`config.mk`:
```
export PLATFORM = sky130hd
export DESIGN_NAME = fifo_write_arbiter
export DESIGN_NICKNAME = d
export VERILOG_FILES = /design/src/rtl/fifo_pkg.sv /design/src/rtl/fifo_rr_picker.sv /design/src/rtl/fifo_write_arbiter.sv
export SDC_FILE = /design/constraint.sdc
export NUM_CORES = 1
export LEC_CHECK = 0
export BUFFER_PORTS_ARGS = -buffer_cell sky130_fd_sc_hd__buf_4
export CORE_MARGIN = 10
export CORE_UTILIZATION = 38
export CTS_BUF_LIST = sky130_fd_sc_hd__clkbuf_8 sky130_fd_sc_hd__clkbuf_16
export DETAILED_ROUTE_END_ITERATION = 10
export PLACE_DENSITY = 0.85
export SYNTH_ARGS = -nofsm -noshare
export SYNTH_HDL_FRONTEND = slang
export SYNTH_SLANG_ARGS = --single-unit
```
`constraint.sdc`:
```
create_clock -name wclk -period 2.9 [get_ports wclk]
set_clock_uncertainty 0.1 [all_clocks]
set_input_delay 0.29 -clock wclk [delete_from_list [all_inputs] [get_ports wclk]]
set_output_delay 0.29 -clock wclk [all_outputs]
set_load 0.1 [all_outputs]
```
`src/rtl/fifo_pkg.sv`:
```
// Shared FIFO definitions: data width plus write-arbiter state type and limits.
package FIFO_pkg;

   localparam int unsigned FIFO_WIDTH      = 32;
   localparam int unsigned ARB_NUM_REQ_MAX = 8;

   typedef enum logic {
      ARB_IDLE,
      ARB_BURST
   } arb_state_e;

endpackage

```
`src/rtl/fifo_rr_picker.sv`:
```
// Combinational round-robin picker: first set request scanning upward from start, with wrap.
module fifo_rr_picker #(
   parameter int unsigned NUM_REQ = 4
) (
   input  logic [NUM_REQ-1:0]         req,
   input  logic [$clog2(NUM_REQ)-1:0] start,
   output logic                       found,
   output logic [$clog2(NUM_REQ)-1:0] index
);

   localparam int unsigned IDX_W = $clog2(NUM_REQ);

   always_comb begin
      found = 1'b0;
      index = '0;
      for (int unsigned k = 0; k < NUM_REQ; k++) begin
         if (!found && req[(32'(start) + k) % NUM_REQ]) begin
            found = 1'b1;
            index = IDX_W'((32'(start) + k) % NUM_REQ);
         end
      end
   end

endmodule

```
`src/rtl/fifo_write_arbiter.sv`:
```
// Burst-limited round-robin arbiter for the async FIFO write port.
// Optional FIFO_ARB_STATS_EN adds saturating grant/stall statistics outputs.
module fifo_write_arbiter
   import FIFO_pkg::*;
#(
   parameter int unsigned NUM_REQ   = 4,
   parameter int unsigned MAX_BURST = 4,
   parameter int unsigned CNT_W     = 16
) (
   input  logic                          wclk,
   input  logic                          wrst,
   input  logic [NUM_REQ-1:0]            req,
   input  logic [NUM_REQ*FIFO_WIDTH-1:0] req_data,
   input  logic                          full,
   output logic [NUM_REQ-1:0]            gnt,
   output logic                          w_en,
   output logic [FIFO_WIDTH-1:0]         data_in,
   output logic                          busy,
   output logic [$clog2(NUM_REQ)-1:0]    owner_id
`ifdef FIFO_ARB_STATS_EN
   ,
   output logic [NUM_REQ*CNT_W-1:0]      grant_cnt,
   output logic [CNT_W-1:0]              stall_cnt
`endif
);

   localparam int unsigned IDX_W  = $clog2(NUM_REQ);
   localparam int unsigned BEAT_W = $clog2(MAX_BURST + 1);

   arb_state_e        state_q, state_d;
   logic [IDX_W-1:0]  owner_q, owner_d;
   logic [IDX_W-1:0]  rr_ptr_q, rr_ptr_d;
   logic [BEAT_W-1:0] beat_q, beat_d;

   logic              grant_ok, release_own, pick_found;
   logic [IDX_W-1:0]  pick_base, pick_start, pick_idx;

   // IDLE scans after the last owner; a release scans after the current owner.
   assign pick_base  = (state_q == ARB_IDLE) ? rr_ptr_q : owner_q;
   assign pick_start = (pick_base == IDX_W'(NUM_REQ - 1)) ? '0 : pick_base + 1'b1;

   fifo_rr_picker #(
      .NUM_REQ (NUM_REQ)
   ) u_picker (
      .req   (req),
      .start (pick_start),
      .found (pick_found),
      .index (pick_idx)
   );

   assign grant_ok    = (state_q == ARB_BURST) && req[owner_q] && !full;
   assign release_own = (grant_ok && (beat_q == BEAT_W'(MAX_BURST - 1))) ||
                        ((state_q == ARB_BURST) && !req[owner_q]);

   always_comb begin
      gnt          = '0;
      gnt[owner_q] = grant_ok;
   end

   assign w_en     = grant_ok;
   assign data_in  = grant_ok ? req_data[int'(owner_q)*FIFO_WIDTH +: FIFO_WIDTH] : '0;
   assign busy     = (state_q != ARB_IDLE);
   assign owner_id = owner_q;

   always_comb begin
      state_d  = state_q;
      owner_d  = owner_q;
      rr_ptr_d = rr_ptr_q;
      beat_d   = beat_q;
      unique case (state_q)
         ARB_IDLE: begin
            if (pick_found) begin
               owner_d = pick_idx;
               beat_d  = '0;
               state_d = ARB_BURST;
            end
         end
         ARB_BURST: begin
            if (release_own) begin
               rr_ptr_d = owner_q;
               beat_d   = '0;
               if (pick_found) begin
                  owner_d = pick_idx;
               end else begin
                  owner_d = '0;
                  state_d = ARB_IDLE;
               end
            end else if (grant_ok) begin
               beat_d = beat_q + 1'b1;
            end
         end
         default: state_d = ARB_IDLE;
      endcase
   end

   always_ff @(posedge wclk or posedge wrst) begin
      if (wrst) begin
         state_q  <= ARB_IDLE;
         owner_q  <= '0;
         rr_ptr_q <= IDX_W'(NUM_REQ - 1);
         beat_q   <= '0;
      end else begin
         state_q  <= state_d;
         owner_q  <= owner_d;
         rr_ptr_q <= rr_ptr_d;
         beat_q   <= beat_d;
      end
   end

`ifdef FIFO_ARB_STATS_EN
   always_ff @(posedge wclk or posedge wrst) begin
      if (wrst) begin
         grant_cnt <= '0;
         stall_cnt <= '0;
      end else begin
         for (int unsigned i = 0; i < NUM_REQ; i++) begin
            if (gnt[i] && (grant_cnt[i*CNT_W +: CNT_W] != '1)) begin
               grant_cnt[i*CNT_W +: CNT_W] <= grant_cnt[i*CNT_W +: CNT_W] + 1'b1;
            end
         end
         if ((state_q == ARB_BURST) && req[owner_q] && full && (stall_cnt != '1)) begin
            stall_cnt <= stall_cnt + 1'b1;
         end
      end
   end
`endif

endmodule

```
==> results.txt, run 1 <==
Layout Utilization: 77.6%
Port Buf Inserts: 174
Post-route ant nets: 0
WS Path Type: flop to output pin
Clock Latency Late Sink: 0.23 ns
Number of global-route vias before repair: 2028
Syn avg cell area: 11.8 sq um
Slew @ Worst Pin: 0.567 ns
Max_slew headroom: 62.2%
Diode count: 0
Synthesized area: 1640 sq um
CTS Sinks: 8
Global-route wire length before repair: 12000 microns
CTS hold repair buffers: 1
R2R Path Start: owner_id[1]$_DFFE_PP0P_
Total Wirelength: 8100 microns
Worst EP arrival: 2.07 ns
Net Count, Synth: 276
Hold/Removal Path Class: input pin to flop
Largest net degree at the start of global routing: 43
Worst Path Required: 2.51 ns
Crit end category: output pin
Filler Cell Count: 277
Dpl hpwl: 7070 microns
Starting Density: 40.0%
# setup viols final: 0
Worst Setup Start Kind: flop
Share of cells above drive strength 1: 84.8%
Routed len/inst: 22.5 microns
Global route overflow: 0
Unrepaired setup endpoints after global routing: no
Num CTS Buffers: 3
Postcts setup bufs: 0
Final Hold Fails: 0
Vias per inst: 5.28
Status: finished, final reports clean
Min cycle time layout: 2.46 ns
GRT Resource Usage Total: 20.5%
Vias: 1900
Final net count: 448
CTS root buf: clkbuf_8
GP Congestion: 0.813
CTS Buffer Depth: 2
Final instance area: 3170 sq um
Synth warnings: 0
Pleak: 0.00154 uW
Critical path startpoint: owner_id[1]$_DFFE_PP0P_
Power per Cell Area: 990 nW/um^2
Crit share post-route: 84.9%
Final setup margin: 0.438 ns
FF+latch count, synth: 8
Post-Synthesis Cells: 139
Commonest cells after routing, fill and taps aside: 180 x buf_4, 33 x mux4_2, 24 x nor2b_2
Synthesis-to-layout area growth: 93.8%
Critical path peak fanout: 11
Total iterations of the first detailed-routing run: 4
Initial DRC Count: 49
Clock slew at reported path FFs: 0.05 ns
Area of the die: 7330 sq um
Drt drc: 0
Max-cap viol count: 0
Worst slack, placed: 0.660 ns
CORE AREA: 4090 sq um
Post-Place Cell Area: 3120 sq um
Netlist cell types: 36
Die height: 85.6 microns
Most common cell after layout, fill and taps aside: buf_4
Hold Startpoint: req[1]
Peak Freq: 0.406 GHz
VDD IR-drop max: 0.000879 V
Die Width: 85.6 microns
Sequential cell area fraction in the yosys report: 12.4%
Post-CTS Resized: 0
CTS tree: done
FP Rows: 23
Initial antenna violation count: 0
Ports: 175
Final Max Tran Viols: 0
H-tree Lvls: 1
[layout make-up]
class                   instances  area, sq um  share of cell area, %
well taps                      50         62.6                   1.97
multi-input cells             110         1460                   45.9
inverters                       6         22.5                  0.710
flip-flops and latches          8          205                   6.47
repair buffers                182         1380                   43.6
clock inverters                 1         3.75                  0.118
clock buffers                   3         41.3                   1.30
[flip-flops by register name (all words and copies together) (netlist names)]
signal / cells
owner_id: 2
busy: 1
rr_ptr_q: 2
beat_q: 3
[cell usage after synthesis (all sizes together)]
library cell  number  area share (%)
nor3b              3             1.4
a31oi              1            0.38
dfrtp              6             9.2
nand2              1            0.23
nor2               5             1.1
inv                6             1.4
nor3               1            0.31
a22o               1            0.54
o221ai             2             1.1
and3b              1            0.54
mux2               5             4.1
and3               1            0.38
nand3              3             1.5
o21ai              3             1.1
clkbuf             4            0.92
mux4              33              45
dfstp              2             3.2
ha                 2             1.5
o21ba              1            0.61
nor2b             32              12
a21o               1            0.46
nand3b             1             1.2
mux2i              6             3.7
a2bb2oi            1            0.54
a32o               1            0.61
a21boi             1            0.69
buf               11             4.1
and2               1            0.38
nand2b             3             1.1
[routing by layer]
metal | GRT usage, % | vias to the layer above | wire [microns]
li1 | - | 887 | -
met1 | 22.3 | 921 | 2900
met2 | 39.3 | 86 | 4500
met3 | 5.11 | 6 | 636
met4 | 2.69 | 0 | 66
met5 | 0 | - | 0
[cells by family (layout without fill, tap and decap cells)]
kind of cell | count (synthesis) | after routing | share of synthesized area, %
compound gates | 12 | 12 | 6.04
buf+inv | 21 | 192 | 6.34
simple gates | 52 | 52 | 20.5
mux | 44 | 44 | 53.2
fa+ha+maj | 2 | 2 | 1.53
flops | 8 | 8 | 12.4
[power breakdown]
part           switching [uW]  total [uW]  internal (uW)
sequential               39.1         208            169
clock                    46.2         138           91.9
combinational            1750        2790           1050
[worst max-delay path, stage by stage (launching register included)]
cell      delay [ns]
dfrtp_2         0.40
mux4_2          0.44
nand3b_4        0.29
buf_4           0.29
nor2b_2         0.12
buf_4           0.30
[through the flow]
step | power (uW) | std cells | hold slack, ns | setup TNS [ns]
2_1_floorplan | 2470 | 139 | 0.00409 | -0.963
3_3_place_gp | 2990 | 355 | 0.156 | 0
3_5_place_dp | 3020 | 355 | 0.158 | 0
4_1_cts | 3170 | 360 | 0.290 | 0
5_1_grt | 3280 | 360 | 0.346 | 0
6_report | 3140 | 360 | 0.289 | 0
[final timing paths]
| kind | slack, ns | to | cells past startpoint |
|---|---|---|---|
| hold / removal | 0.29 | busy$_DFF_PP0_ | 3 |
| setup / recovery | 0.44 | data_in[23] | 5 |
| min in group asynchronous | 0.46 | beat_q[1]$_DFFE_PP0P_ | 3 |
| hold reg to reg | 0.42 | beat_q[2]$_DFFE_PP0P_ | 1 |
| setup reg to reg | 0.94 | owner_id[1]$_DFFE_PP0P_ | 5 |
| max in group asynchronous | 1.95 | rr_ptr_q[0]$_DFFE_PP1P_ | 3 |
No activity file was read; power rests on OpenSTA's default activity.
==> run 2, diff against run 1 <==
Settings changed: ABC_AREA from default to 1, CORE_UTILIZATION 38 to 34, PLACE_DENSITY 0.85 to 0.79.
Clock period 2.9 ns to 2.4 ns, I/O delays scaled along.
==> run 2 against run 1 <==
Synthesized cell count up 100%. Critical path depth up 4. Total power is 86% higher. Utilization up 13 points. Worst setup slack worse by 0.43 ns. Wire length up 60%. Register-to-register slack got worse by 0.76 ns. Area after synthesis shrank 6.5%. Combinational power is 91% higher. Clock power rose by 23%. Global-route usage increased by 7.2 points.
==> results.txt, run 2 <==
Max-cap viol count: 0 (unchanged)
Min cycle time layout: 2.39 ns
FF+latch count, synth: 8 (unchanged)
Worst Setup Start Kind: flop (unchanged)
VDD IR-drop max: 0.00118 V (was 0.000879 V)
Vias per inst: 6.02 (was 5.28)
CTS root buf: clkbuf_8 (unchanged)
R2R depth: 12 (was 5)
Post-route ant nets: 0 (unchanged)
Netlist cell types: 21 (was 36)
Total Wirelength: 12900 microns (was 8100 microns)
Total iterations of the first detailed-routing run: 5 (was 4)
R2R Path Start: busy$_DFF_PP0_ (was owner_id[1]$_DFFE_PP0P_)
GRT Resource Usage Total: 27.6% (was 20.5%)
Number of global-route vias before repair: 2812 (was 2028)
Initial antenna violation count: 0 (unchanged)
Die height: 87.1 microns (was 85.6 microns)
Post-synthesis async set-or-reset flop share: 100% (unchanged)
Overall power: 5830 uW (was 3140 uW)
Commonest cells in the netlist: 142 x nand2_1, 32 x a22oi_1, 32 x a31oi_1 (was 33 x mux4_2, 32 x nor2b_1, 8 x buf_2)
Commonest cells after routing, fill and taps aside: 146 x buf_4, 137 x nand2_1, 32 x a22oi_1, 32 x a31oi_4, 24 x buf_12 (was 180 x buf_4, 33 x mux4_2, 24 x nor2b_2)
Peak Freq: 0.418 GHz
Top post-synthesis cells by area: nand2_1 35%, a22oi_1 16%, a31oi_1 13%, dfrtp_1 9.8%, nand3_1 4.6% (was mux4_2 45%, nor2b_1 12%, dfrtp_1 9.2%, mux2i_1 3.7%, dfstp_2 3.2%)
Share of cells above drive strength 1: 53.3% (was 84.8%)
Hold Startpoint: beat_q[2]$_DFFE_PP0P_ (was req[1])
Max reg flops: 3 (unchanged)
Die Width: 87.1 microns (was 85.6 microns)
Starting Density: 35.1% (was 40.0%)
Vias: 3060 (was 1900)
Number of flops mapped to enable cells by yosys: 0 (unchanged)
Routed len/inst: 25.5 microns (was 22.5 microns)
Net Count, Synth: 420 (was 276)
Num CTS Buffers: 3 (unchanged)
Hold Path Stages: 2 (was 3)
Hold Slack: 0.380 ns (was 0.289 ns)
H-tree Lvls: 1 (unchanged)
Final net count: 594 (was 448)
Worst EP arrival: 2.05 ns (was 2.07 ns)
Ports: 175 (unchanged)
Area of the die: 7580 sq um (was 7330 sq um)
Top-area cell type share of the netlist area: 34.8% (was 45.4%)
Worst Path Required: 2.06 ns (was 2.51 ns)
Port Buf Inserts: 174 (unchanged)
Diode count: 0 (unchanged)
Slew @ Worst Pin: 0.370 ns (was 0.567 ns)
CORE AREA: 4350 sq um (was 4090 sq um)
CTS tree: done (unchanged)
Filler Cell Count: 193 (was 277)
Status: finished, final reports clean (unchanged)
Worst slack, placed: 0.176 ns (was 0.660 ns)
Initial DRC Count: 274 (was 49)
Final Max Tran Viols: 0 (unchanged)
Most flops, register: beat_q (unchanged)
Unrepaired setup endpoints after global routing: yes (was no)
Crit end category: output pin (unchanged)
Most frequent cell after synthesis: nand2_1 (was mux4_2)
# setup viols final: 0 (unchanged)
CTS Sinks: 8 (unchanged)
Drt drc: 0 (unchanged)
GP Congestion: 0.958 (was 0.813)
Pleak: 0.00173 uW (was 0.00154 uW)
Synth warnings: 0 (unchanged)
Post-Synthesis Cells: 283 (was 139)
Critical path peak fanout: 22 (was 11)
Critical path startpoint: owner_id[0]$_DFFE_PP0P_ (was owner_id[1]$_DFFE_PP0P_)
CTS Buffer Depth: 2 (unchanged)
Most common cell after layout, fill and taps aside: buf_4 (unchanged)
Post-synth top flop: dfrtp_1 (unchanged)
Power per Cell Area: 1470 nW/um^2 (was 990 nW/um^2)
Synthesized area: 1530 sq um (was 1640 sq um)
Final Hold Fails: 0 (unchanged)
Dpl hpwl: 8770 microns (was 7070 microns)
Final setup margin: 0.00978 ns (was 0.438 ns)
Yosys top cell by area: nand2_1 (was mux4_2)
Hold/Removal Path Class: flop to flop (was input pin to flop)
Syn avg cell area: 5.41 sq um (was 11.8 sq um)
Crit share post-route: 99.6%
Synthesis-to-layout area growth: 159% (was 93.8%)
Global-route wire length before repair: 16600 microns (was 12000 microns)
Max_slew headroom: 75.3% (was 62.2%)
Clock slew at reported path FFs: 0.05 ns (about the same)
WS Path Type: flop to output pin (unchanged)
Clock Latency Late Sink: 0.23 ns (about the same)
FP Rows: 24 (was 23)
Global route overflow: 0 (unchanged)
Largest net degree at the start of global routing: 33 (was 43)
Sequential cell area fraction in the yosys report: 13.2% (was 12.4%)
## run 2: logic make-up after synthesis
family                   synth area share [%]
AND/OR/NAND/NOR                          46.6
flip-flops                               13.2
adder cells (fa/ha/maj)                  1.64
buffers and inverters                    8.09
AO/OA/AOI/OAI                            30.4
## run 2: power breakdown
group	internal [uW]	switching, uW
Sequential	215	103
Combinational	1650	3690
Clock	111	59.0
## run 2: worst max-delay path, cell delays in order, from the launching register on
cell and delay [ns]:
dfrtp_4 0.54, inv_6 0.11, nand2_4 0.07, inv_2 0.11, nand2_2 0.08, o2111ai_4 0.10
nand3_4 0.14, buf_12 0.23, a31oi_4 0.21, buf_12 0.20
## run 2: path summary, 6_finish.rpt
path                                            to  slack (ns)
max reg2reg                  beat_q[1]$_DFFE_PP0P_        0.18
max                                    data_in[30]        0.01
min                          beat_q[2]$_DFFE_PP0P_        0.38
min reg2reg                  beat_q[2]$_DFFE_PP0P_        0.38
min in group asynchronous  owner_id[1]$_DFFE_PP0P_        0.41
max in group asynchronous  rr_ptr_q[0]$_DFFE_PP1P_        1.50
## run 2: cell type report
type	instances	area, sq um	share of cell area (%)
Multi-Input combinational cell	244	1780	44.9
Clock buffer	3	41.3	1.04
Timing Repair Buffer	185	1790	45.3
Sequential cell	8	211	5.34
Tap cell	52	65.1	1.64
Inverter	15	66.3	1.68
Clock inverter	1	3.75	0.0948
## run 2: through the flow
step	instance area [sq um]	TNS (ns)	utilization, %	instances
after floorplan	2170	-4.57	-	283
after global placement	3500	0	80.5	500
after detailed placement	3500	0	80.5	500
after CTS	3730	0	85.7	505
after global routing	3960	-0.892	90.9	508
final	3960	0	90.9	508
## run 2: per-layer routing
| layer | part of all wire (%) | GRT usage (%) | up-vias |
|---|---|---|---|
| met5 | 0 | 0 | - |
| met4 | 3.5 | 6.63 | 0 |
| met3 | 11 | 6.46 | 39 |
| met2 | 53 | 51.2 | 238 |
| met1 | 33 | 30.5 | 1446 |
| li1 | - | - | 1337 |
## run 2: repair_timing
item	in CTS	in global routing
hold buffers	1	0
setup buffers	0	3
endpoints found under the setup margin	35	37
gates resized for setup	46	47
hold endpoints to repair	6	0
==> run 3, diff against run 2 <==
Settings changed: SETUP_SLACK_MARGIN from default to 0.5.
==> run 3 against run 2 <==
Synthesized cell count stayed put. Area after synthesis unchanged. The run now fails in clock tree synthesis.
==> results.txt, run 3 <==
Fail Step: clock tree synthesis
Xor/xnor cell area share of the yosys netlist: 0% (unchanged)
CTS Sinks: 8 (unchanged)
Synthesized area: 1530 sq um (unchanged)
Post-Place Cell Area: 3520 sq um (was 3500 sq um)
GP Congestion: 0.934 (was 0.958)
Num CTS Buffers: 3 (unchanged)
Synth Area in Adders: 1.64% (unchanged)
Die Width: 87.1 microns (unchanged)
Largest family of logic cells by synthesized area: simple AND/OR/NAND/NOR gates (unchanged)
Mux share of post-synthesis cell area: 0% (unchanged)
Netlist cell types: 21 (unchanged)
Post-synth top flop: dfrtp_1 (unchanged)
Postcts setup bufs: 9 (was 0)
Post-Synthesis Cells: 283 (unchanged)
Post-synthesis simple-gate area fraction: 46.6% (unchanged)
Ports: 175 (unchanged)
Error: [ERROR DPL-0033] detailed placement checks failed during check placement.
Number of flops mapped to enable cells by yosys: 0 (unchanged)
Die height: 87.1 microns (unchanged)
Port Buf Inserts: 174 (unchanged)
H-tree Lvls: 1 (unchanged)
Yosys top cell by area: nand2_1 (unchanged)
FP Rows: 24 (unchanged)
CTS root buf: clkbuf_8 (unchanged)
CTS Buffer Depth: 2 (unchanged)
Net Count, Synth: 420 (unchanged)
CTS hold repair buffers: 1 (unchanged)
Post-synthesis async set-or-reset flop share: 100% (unchanged)
Synth warnings: 0 (unchanged)
Sequential cell area fraction in the yosys report: 13.2% (unchanged)
Worst slack, placed: 0.228 ns (was 0.176 ns)
Post-CTS Resized: 119 (was 46)
Most frequent cell after synthesis: nand2_1 (unchanged)
Syn avg cell area: 5.41 sq um (unchanged)
Commonest cells in the netlist: 142 x nand2_1, 32 x a22oi_1, 32 x a31oi_1 (unchanged)
Top-area cell type share of the netlist area: 34.8% (unchanged)
Dpl hpwl: 8450 microns (was 8770 microns)
Synth Area in Compound Gates: 30.4% (unchanged)
Starting Density: 35.1% (unchanged)
FF+latch count, synth: 8 (unchanged)
Top post-synthesis cells by area: nand2_1 35%, a22oi_1 16%, a31oi_1 13%, dfrtp_1 9.8%, nand3_1 4.6% (unchanged)
Status: stopped before the end (was finished, final reports clean)
==> run 3: cell counts after synthesis <==
No cell type changed its count.
==> run 3: metrics by stage <==
step | instances | setup TNS [ns] | util [%]
after detailed placement | 500 | 0 | 80.8
after global placement | 500 | 0 | 80.8
after floorplan | 283 | -4.57 | -
==> run 3: kinds of logic after synthesis <==
group | count (synthesis)
compound gates | 67
fa+ha+maj | 2
buf+inv | 31
flops | 8
simple gates | 175
==> run 4, diff against run 3 <==
Settings changed: CTS_BUF_LIST sky130_fd_sc_hd__clkbuf_8 sky130_fd_sc_hd__clkbuf_16 to default, PLACE_DENSITY 0.79 to default, PLACE_DENSITY_LB_ADDON from default to 0.15, SETUP_SLACK_MARGIN 0.5 to default.
==> run 4 against run 3 <==
The flow now finishes, with violations (negative setup slack).
==> results.txt, run 4 (synthesis results as in run 2) <==
Status: finished with violations (was stopped before the end)
Failing checks: negative setup slack
Total Wirelength: 12000 microns
Largest net degree at the start of global routing: 33
Layout Utilization: 91.1%
CTS tree: done
Switching power: 3850 uW
Initial DRC Count: 198
Pleak: 0.00176 uW
Total iterations of the first detailed-routing run: 5
Routed len/inst: 23.3 microns
CTS Sinks: 8 (unchanged)
Global-route wire length before repair: 15200 microns
Die height: 87.1 microns (unchanged)
Max-cap viol count: 0
Share of cells above drive strength 1: 54.0%
Critical Path, Cell by Cell: inv_6, nand2_4, inv_4, nand2_2, o2111ai_4, nand3_4, clkbuf_16, a31oi_4, buf_12
Cell family with most CP delay: buffers and inverters
Hold/Removal Path Class: input pin to flop
Multi-input logic area: 1780 sq um
Final instance area: 3970 sq um
Clock Power Share: 3.2%
Reg power frac: 5.7%
GRT Resource Usage Total: 25.1%
CORE AREA: 4350 sq um
Max_slew headroom: 75.0%
Diode count: 0
Sw Share: 65.8%
Buf/Inv on CP: 4
Final net count: 601
CTS Buffer Depth: 2 (unchanged)
CP max stage delay: 0.55 ns
Initial antenna violation count: 0
Die Width: 87.1 microns (unchanged)
Post-Place Cell Area: 3500 sq um (was 3520 sq um)
Slowest-stage cell, CP: dfrtp_4
Most common cell after layout, fill and taps aside: buf_4
FP Rows: 24 (unchanged)
Worst EP arrival: 2.10 ns
Reg-to-Reg End: beat_q[2]$_DFFE_PP0P_
Most flops, register: beat_q
Internal Power: 2000 uW
Clock slew at reported path FFs: 0.05 ns
Power per Cell Area: 1470 nW/um^2
CP endpoint: data_in[29]
Max reg flops: 3
Synthesis-to-layout area growth: 159%
Final setup margin: -0.0357 ns
Drt drc: 0
Critical path startpoint: owner_id[0]$_DFFE_PP0P_
Critical path peak fanout: 8
Commonest cells after routing, fill and taps aside: 151 x buf_4, 137 x nand2_1, 32 x a22oi_1, 32 x a31oi_4, 15 x buf_8
Vias per inst: 5.95
R2R depth: 12
Port Buf Inserts: 174 (unchanged)
Crit share post-route: 101%
R2r setup slk: 0.10 ns
Slew @ Worst Pin: 0.375 ns
Final Max Tran Viols: 0
GP Congestion: 0.879 (was 0.934)
Peak Freq: 0.411 GHz
Min cycle time layout: 2.44 ns
Reg area: 211 sq um
# setup viols final: 5
Number of global-route vias before repair: 2923
Num CTS Buffers: 3 (unchanged)
Dpl hpwl: 8490 microns (was 8450 microns)
Worst Path Required: 2.06 ns
Post-route ant nets: 0
Vias: 3065
Area of the die: 7580 sq um
Global route overflow: 0
Combinational power share: 91.1%
H-tree Lvls: 1 (unchanged)
Filler Cell Count: 175
Crit path depth: 9
Crit end category: output pin
VDD IR-drop max: 0.00100 V
Overall power: 5840 uW
R2R Path Start: busy$_DFF_PP0_
Ports: 175 (unchanged)
Final Hold Fails: 0
Worst slack, placed: 0.170 ns (was 0.228 ns)
CTS root buf: clkbuf_8 (unchanged)
Clock Latency Late Sink: 0.24 ns
Starting Density: 35.1% (unchanged)
WS Path Type: flop to output pin
Worst Setup Start Kind: flop
Hold Slack: 0.365 ns
[run 4: how the worst min path moves through the flow]
| stage | from | endpoint | slack (ns) | cells past startpoint |
|---|---|---|---|---|
| 5_1_grt | full | beat_q[0]$_DFFE_PP0P_ | 0.38 | 4 |
| 2_1_floorplan | wrst | beat_q[0]$_DFFE_PP0P_ | -0.05 | 1 |
| 4_1_cts | full | beat_q[2]$_DFFE_PP0P_ | 0.31 | 4 |
| 3_3_place_gp | wrst | beat_q[0]$_DFFE_PP0P_ | 0.10 | 2 |
| 3_5_place_dp | wrst | beat_q[2]$_DFFE_PP0P_ | 0.11 | 2 |
| 6_report | full | beat_q[0]$_DFFE_PP0P_ | 0.36 | 4 |
[run 4: power by group through the flow]
| stage | Combinational [uW] | Sequential (uW) | Clock, uW |
|---|---|---|---|
| floorplan | 3580 | 451 | 0 |
| global placement | 4520 | 321 | 0 |
| detailed placement | 4610 | 326 | 0 |
| CTS | 4870 | 325 | 177 |
| global route | 5570 | 339 | 197 |
| finish | 5320 | 332 | 187 |
[run 4: per-stage QoR]
stage / std cells / TNS (ns)
floorplan: 283 / -4.57
global placement: 499 / 0
detailed placement: 499 / 0
CTS: 505 / 0
global route: 515 / -2.50
finish: 515 / -0.0745
[run 4: routing by layer]
metal | wire (microns) | share of wire [%] | vias to the layer above | global-route usage, %
li1 | - | - | 1350 | -
met1 | 3840 | 32 | 1439 | 24.4
met2 | 6170 | 51 | 224 | 46.6
met3 | 1330 | 11 | 52 | 9.74
met4 | 670 | 5.6 | 0 | 8.98
met5 | 0 | 0 | - | 0
[run 4: worst register-to-register path, stage by stage, from the launching register on]
cell and delay, ns:
dfrtp_2 0.52, inv_1 0.18, nand2_1 0.20, nand2_2 0.15
nand2_1 0.11, nand2_2 0.08, nand2_1 0.11, nand2_1 0.07
nor2_1 0.16, nand4_1 0.20, nand2_1 0.18, nand2_1 0.09
nand2_1 0.08
[run 4: final cells by class]
| class | count | area share [%] |
|---|---|---|
| Multi-Input combinational cell | 244 | 44.8 |
| Inverter | 15 | 1.80 |
| Timing Repair Buffer | 192 | 45.3 |
| Sequential cell | 8 | 5.33 |
| Clock buffer | 4 | 1.13 |
| Tap cell | 52 | 1.64 |
[run 4: repair_timing]
action                                 CTS  global route
setup buffers                            0             8
pin swaps                                1             2
setup endpoints to repair               32            34
gates cloned                             1             2
endpoints found under the hold margin    6             0
gates resized for setup                 42            30
hold buffers                             1             0
